## src/rtl/axi_lite_master.sv

```systemverilog
// Single-outstanding AXI-Lite master: turns one core request at a time into an
// AXI-Lite write or read, with an optional per-transaction timeout.
module axi_lite_master #(
    parameter int TIMEOUT = 16
) (
    input  logic        clk_i,
    input  logic        rst_i,
    input  logic        req_valid_i,
    output logic        req_ready_o,
    input  logic        req_we_i,
    input  logic [31:0] req_addr_i,
    input  logic [31:0] req_wdata_i,
    output logic        rsp_valid_o,
    output logic [31:0] rsp_rdata_o,
    output logic        rsp_err_o,
    output logic [31:0] axi_awaddr_o,
    output logic        axi_awvalid_o,
    input  logic        axi_awready_i,
    output logic [31:0] axi_wdata_o,
    output logic        axi_wvalid_o,
    input  logic        axi_wready_i,
    input  logic        axi_bvalid_i,
    output logic        axi_bready_o,
    output logic [31:0] axi_araddr_o,
    output logic        axi_arvalid_o,
    input  logic        axi_arready_i,
    input  logic [31:0] axi_rdata_i,
    input  logic        axi_rvalid_i,
    output logic        axi_rready_o
);

    localparam int CNT_W = (TIMEOUT > 0) ? $clog2(TIMEOUT + 1) : 1;
    localparam logic [CNT_W-1:0] CNT_MAX = (TIMEOUT > 0) ? CNT_W'(TIMEOUT) : '0;

    typedef enum logic [2:0] {
        IDLE,
        WR_AW_W,
        WR_B,
        RD_AR,
        RD_R
    } state_t;

    state_t           r_state;
    state_t           w_next;
    logic             r_awvalid;
    logic             r_wvalid;
    logic [31:0]      r_addr;
    logic [31:0]      r_wdata;
    logic [31:0]      r_rdata;
    logic             r_rsp_valid;
    logic             r_rsp_err;
    logic [CNT_W-1:0] r_cnt;
    logic [CNT_W-1:0] w_cnt_inc;
    logic             w_accept;
    logic             w_aw_hs;
    logic             w_w_hs;
    logic             w_wr_done;
    logic             w_rd_done;
    logic             w_complete;
    logic             w_timeout;

    assign w_accept   = req_valid_i && (r_state == IDLE);
    assign w_aw_hs    = r_awvalid && axi_awready_i;
    assign w_w_hs     = r_wvalid && axi_wready_i;
    assign w_wr_done  = (r_state == WR_B) && axi_bvalid_i;
    assign w_rd_done  = (r_state == RD_R) && axi_rvalid_i;
    assign w_complete = w_wr_done || w_rd_done;
    assign w_cnt_inc  = (r_cnt == CNT_MAX) ? r_cnt : r_cnt + CNT_W'(1);

    // The timeout fires in the TIMEOUT-th busy cycle, i.e. when that cycle's
    // increment brings the counter to TIMEOUT; a completion in it still wins.
    assign w_timeout = (TIMEOUT > 0) && (r_state != IDLE) &&
                       (w_cnt_inc == CNT_MAX) && !w_complete;

    always_ff @(posedge clk_i or posedge rst_i) begin
        if (rst_i) begin
            r_state <= IDLE;
        end else begin
            r_state <= w_next;
        end
    end

    always_comb begin
        w_next = r_state;
        case (r_state)
            IDLE: begin
                if (req_valid_i) begin
                    w_next = req_we_i ? WR_AW_W : RD_AR;
                end
            end
            WR_AW_W: begin
                if (w_timeout) begin
                    w_next = IDLE;
                end else if ((!r_awvalid || w_aw_hs) && (!r_wvalid || w_w_hs)) begin
                    w_next = WR_B;
                end
            end
            WR_B: begin
                if (w_wr_done || w_timeout) begin
                    w_next = IDLE;
                end
            end
            RD_AR: begin
                if (w_timeout) begin
                    w_next = IDLE;
                end else if (axi_arready_i) begin
                    w_next = RD_R;
                end
            end
            RD_R: begin
                if (w_rd_done || w_timeout) begin
                    w_next = IDLE;
                end
            end
            default: w_next = IDLE;
        endcase
    end

    always_ff @(posedge clk_i or posedge rst_i) begin
        if (rst_i) begin
            r_awvalid   <= 1'b0;
            r_wvalid    <= 1'b0;
            r_addr      <= '0;
            r_wdata     <= '0;
            r_rdata     <= '0;
            r_rsp_valid <= 1'b0;
            r_rsp_err   <= 1'b0;
            r_cnt       <= '0;
        end else begin
            r_rsp_valid <= w_complete || w_timeout;
            r_rsp_err   <= w_timeout;
            if (w_accept) begin
                r_addr  <= req_addr_i;
                r_wdata <= req_wdata_i;
                r_cnt   <= '0;
            end else if (r_state != IDLE) begin
                r_cnt <= w_cnt_inc;
            end
            // AW and W channels retire independently of each other
            if (w_accept && req_we_i) begin
                r_awvalid <= 1'b1;
                r_wvalid  <= 1'b1;
            end else begin
                if (w_aw_hs || w_timeout) r_awvalid <= 1'b0;
                if (w_w_hs || w_timeout)  r_wvalid  <= 1'b0;
            end
            if (w_rd_done) begin
                r_rdata <= axi_rdata_i;
            end
        end
    end

    assign req_ready_o   = (r_state == IDLE);
    assign rsp_valid_o   = r_rsp_valid;
    assign rsp_err_o     = r_rsp_err;
    assign rsp_rdata_o   = r_rdata;
    assign axi_awaddr_o  = r_addr;
    assign axi_awvalid_o = r_awvalid;
    assign axi_wdata_o   = r_wdata;
    assign axi_wvalid_o  = r_wvalid;
    assign axi_bready_o  = (r_state == WR_B);
    assign axi_araddr_o  = r_addr;
    assign axi_arvalid_o = (r_state == RD_AR);
    assign axi_rready_o  = (r_state == RD_R);

endmodule

```

## config.mk

```make
export PLATFORM = sky130hd
export DESIGN_NAME = axi_lite_master
export DESIGN_NICKNAME = d
export VERILOG_FILES = /design/src/rtl/axi_lite_master.sv
export SDC_FILE = /design/constraint.sdc
export NUM_CORES = 1
export LEC_CHECK = 0
export ABC_CLOCK_PERIOD_IN_PS = 4400
export CELL_PAD_IN_SITES_DETAIL_PLACEMENT = 1
export CELL_PAD_IN_SITES_GLOBAL_PLACEMENT = 1
export CORE_MARGIN = 2
export CORE_UTILIZATION = 25
export DETAILED_ROUTE_END_ITERATION = 7
export PLACE_DENSITY = 0.72
export SETUP_SLACK_MARGIN = 0.02
export SLEW_MARGIN = 20
export SYNTH_ARGS = -nofsm -noshare
export SYNTH_HDL_FRONTEND = slang
export SYNTH_SLANG_ARGS = --single-unit
```

## constraint.sdc

```tcl
create_clock -name clk_i -period 4.4 [get_ports clk_i]
set_input_delay 0.44 -clock clk_i [delete_from_list [all_inputs] [get_ports clk_i]]
set_output_delay 0.44 -clock clk_i [all_outputs]
set_load 0.02 [all_outputs]
```

# Word-level counts from Yosys, hierarchy flattened
# Cells that the tools add are included.
[totals] register_bits=108 input_bits=105 out_inout_bits=136 word_cells=63
[classes] n_addsub=1 n_eq_ne=11 muxes=16 reduce_logical=26
[ops] cell="$mux W3" n=7
[ops] cell="$mux W5" n=3
[ops] cell="$pmux W3 S5" n=1
[ops] cell="$eq A5 B5 Y1 const B" n=2
[ops] cell="$logic_and A1 B1 Y1" n=9
[ops] cell="$logic_or A1 B1 Y1" n=8
[ops] cell="$eq A3 B2 Y1 const B" n=2
[ops] cell="$reduce_bool A2 Y1" n=3
[ops] cell="$add A5 B1 Y5 const B" n=1
[ops] cell="$reduce_and A5 Y1" n=1
[ops] cell="$mux W1" n=4
[ops] cell="$ne A2 B1 Y1 const B" n=2
[ops] cell="$eq A3 B1 Y1 const B" n=1
[ops] cell="$eq A3 B3 Y1 const B" n=1
[ops] cell="$logic_not A1 Y1" n=3
[ops] cell="$logic_not A3 Y1" n=1
[ops] cell="$ne A3 B1 Y1 const B" n=1
[ops] cell="$ne A3 B3 Y1 const B" n=1
[ops] cell="$reduce_bool A3 Y1" n=1
[ops] cell="$mux W2" n=1
[ops] cell="$ne A2 B2 Y1 const B" n=1

# Longest topological paths before layout
[depth] ltp_word=8 mapped_depth=9 mapped_depth_nobuf=6

# Worst setup path after synthesis
# OpenSTA, ideal clock, no wires.
[synth_timing] path_type="reg-to-reg" startpoint="reg r_state[0]" endpoint="reg r_rdata[0], in the netlist rsp_rdata_o[0]" setup_ns=0.125 t_arrival_ns=1.925 slack_ns=2.350 path_stages_with_launch=7 synth_period_minus_slack_ns=2.050 cell_sequence="dfrtp_1 > buf_6 > nor3b_1 > and2_1 > buf_4 > buf_4 > mux2_2"
[synth_between] elab_chain_len=2
[synth_lines] item="from (decl)" line_no="43" rtl="state_t r_state;"
[synth_lines] item="from (signal assigned)" line_no="79" rtl="r_state <= w_next;"
[synth_lines] item="$eq A3 B3 Y1"
[synth_lines] item="named net axi_rready_o" line_no="29" rtl="output logic axi_rready_o"
[synth_lines] item="$logic_and A1 B1 Y1" line_no="66" rtl="assign w_rd_done = (r_state == RD_R) && axi_rvalid_i;"
[synth_lines] item="to (signal assigned)" line_no="148" rtl="r_rdata <= axi_rdata_i;"
[synth_lines] item="to (decl)" line_no="49" rtl="logic [31:0] r_rdata;"
# The timed path passes the listed nets, and every way through them passes these cells.
# A chain may end at the register's enable or synchronous reset.

# Final worst setup path
[layout_timing] startpoint="reg r_state[1]" endpoint="out req_ready_o"
[layout_between] elab_chain_len=1
[layout_lines] item="$logic_not A3 Y1" line_no="153" rtl="assign req_ready_o = (r_state == IDLE);"
[layout_lines] item="to (decl)" line_no="9" rtl="output logic req_ready_o,"
# No other way between the ends.

==> results.cfg <==
[status]
status = finished clean

[finish]
fin_area_um2 = 7250
synthToLayoutAreaGrowth_pct = 56.9
layout-drive-gt1-share_pct = 8.70
final_core_util_pct = 40.2
diodes = 0
final_cells = 884
layout_commonest_cell = clkdlybuf4s50_1
final_cell_mix = clkdlybuf4s50_1, nand2_1, dfrtp_1
nNetsFinal = 759

[die]
initial_core_util_pct = 25.6
ioPinCount = 241
std_cell_rows = 49
fp.dieW_um = 140
fp.dieH_um = 140
coreArea_um2 = 18000
dieArea_um2 = 19600

[global_routing]
busiest_layer = met2
grtUsageTotal_pct = 14.6
grt_pass1_vias = 4119
use_met2_pct = 25.5
grt_max_degree = 66
grtUsageMet3_pct = 2.46
antenna_found_initial = 0
use_met1_pct = 17.6
grt_pass1_wl_um = 22600
overflow = 0

[synthesis]
synth-compound-area-share_pct = 3.52
avgSynthCellArea_um2 = 10.2
yosysWarnings = 0
synth_top_family_by_area = simple AND/OR/NAND/NOR gates
yosysUniqueCellTypes = 39
synth-xor-area-share_pct = 0.379
yosys-top-cells-area = dfrtp_1, nand2_1, mux2_2, buf_4, buf_6
synth-simple-area-share_pct = 19.4
synth-edff-count = 0
async_reset_ff_share_pct = 100
synth_nets = 558
synth_ff_type = dfrtp_1
synth-seq-cells = 108
synth_cells = 451
synthAdderAreaFrac_pct = 0.542
netlist_area_um2 = 4620
yosysTopAreaCell = dfrtp_1
synth_top_cell_area_share_pct = 58.5
synthMuxAreaShare_pct = 8.02
ys_seq_area_share_pct = 58.5

[clocking]
clkSinkCount = 108
numCtsBuffers = 9
cts_tree = done
holdBufCountCts = 0
cts_setup_buffers = 0
cts.clk_slew.worst_paths_ns = 0.07
cts-resized-gates = 0
htreeDepth = 3
cts_buffer_depth = 2
clock_latency_ns = 0.35
cts_root_buf = clkbuf_16

[detailed_routing]
routed_wl_um = 14200
wire_per_inst_um = 16.1
drtAntennaViolNets = 0
drtIter0Drc = 183
dr.pass1.iters = 4
viasPerCell = 4.33
vias = 3830
drc = 0

[timing]
timing.final.ws_setup_ns = 1.88
tightest_slew_ns = 0.705
finalSetupViolCount = 0
min_period_ns = 2.52
rsz0062_at_grt = false
timing.fmax_mhz = 396
hold_viol_final = 0
clock_skew_ns = 0.00840
period_share_pct = 57.4
setup_tns_ns = 0
drv_slew = 0
max-slew-margin-rel_pct = 53.0
timing.hold.ws_ns = 0.458

[placed_design]
placedCellCount = 870
placed_area_um2 = 6930
dp_hpwl_um = 10900
pre_cts_slack_ns = 1.96
place_congestion = 0.707
portBuffers = 240

[critical_path]
crit_type = reg2out
rrSetupSlack_ns = 2.00
arrival_ns = 2.08
rr_endpoint = r_state[1]$_DFFE_PP0P_
reg2reg_from = r_state[1]$_DFFE_PP0P_
worstRegToRegCells = 6
cp-start-kind = register
worstPathRequired_ns = 3.96
crit_path_end_kind = output pin
worstPathMaxFanout = 9

[power_and_ir_drop]
power_density_nw_per_um2 = 766
p_leak_nw = 3.30
p_total_mw = 5.55
vdd_ir_drop_max_mv = 0.383

[run]
cap_violations = 0

[worst_hold_path]
hp-class = in2async
kinds of logic after synthesis:
group	Yosys count
adders and majority gates	2
muxes	33
DFF	108
buffers and inverters	62
and+or+nand+nor	221
AOI/OAI and AO/OA	23
xor gates and xnor gates	2
power by group:
group,leakage (nW),internal (mW),switching (mW)
registers,1.37,1.45,0.337
clock network,0.147,0.508,0.361
logic,1.79,1.38,1.51
total,3.30,3.34,2.21
per-layer routing:
metal / wire length (um) / share of wire, % / vias up
li1: - / - / 1793
met3: 719 / 5.1 / 22
met5: 0 / 0 / -
met2: 7390 / 52 / 133
met4: 375 / 2.6 / 0
met1: 5710 / 40 / 1882
cell type report:
class / count / area (um^2)
inverter: 8 / 37.5
clock inverter: 4 / 75.1
tap: 229 / 287
multi-input combinational: 281 / 1470
fill: 1982 / 10800
clock buffer: 10 / 239
timing repair buffer: 244 / 2430
sequential: 108 / 2700
critical path: stages (launching register included):
cell,delay [ns]
dfrtp_1,0.47
or3_1,0.53
clkinv_4,0.13
clkdlybuf4s50_1,0.61
sequential cells by signal (all words and copies together) (netlist names):
signal	count
axi_araddr_o	32
axi_awvalid_o	1
axi_wdata_o	32
axi_wvalid_o	1
r_cnt	5
r_state	3
rsp_err_o	1
rsp_rdata_o	32
rsp_valid_o	1
worst max-delay path by stage:
stage | startpoint | to | slack, ns | cells after the start
6_report | r_state[1]$_DFFE_PP0P_ | req_ready_o | 1.88 | 3
3_3_place_gp | r_state[1]$_DFFE_PP0P_ | r_state[1]$_DFFE_PP0P_ | 2.07 | 6
3_5_place_dp | r_state[1]$_DFFE_PP0P_ | r_state[1]$_DFFE_PP0P_ | 1.96 | 6
5_1_grt | r_state[1]$_DFFE_PP0P_ | r_state[1]$_DFFE_PP0P_ | 1.81 | 6
4_1_cts | r_state[1]$_DFFE_PP0P_ | req_ready_o | 1.86 | 3
2_1_floorplan | rst_i | axi_araddr_o[0]$_DFFE_PP0P_ | 1.11 | 1
synthesized netlist by cell type, types with 3 or more instances:
master,number
a21oi_1,3
a22oi_1,3
buf_2,8
buf_4,36
buf_6,8
dfrtp_1,108
inv_1,7
mux2_2,32
nand2_1,196
nand2b_1,3
nor2_1,3
o21ai_0,6
or3_1,4
Power figures use the tool's default switching activity.
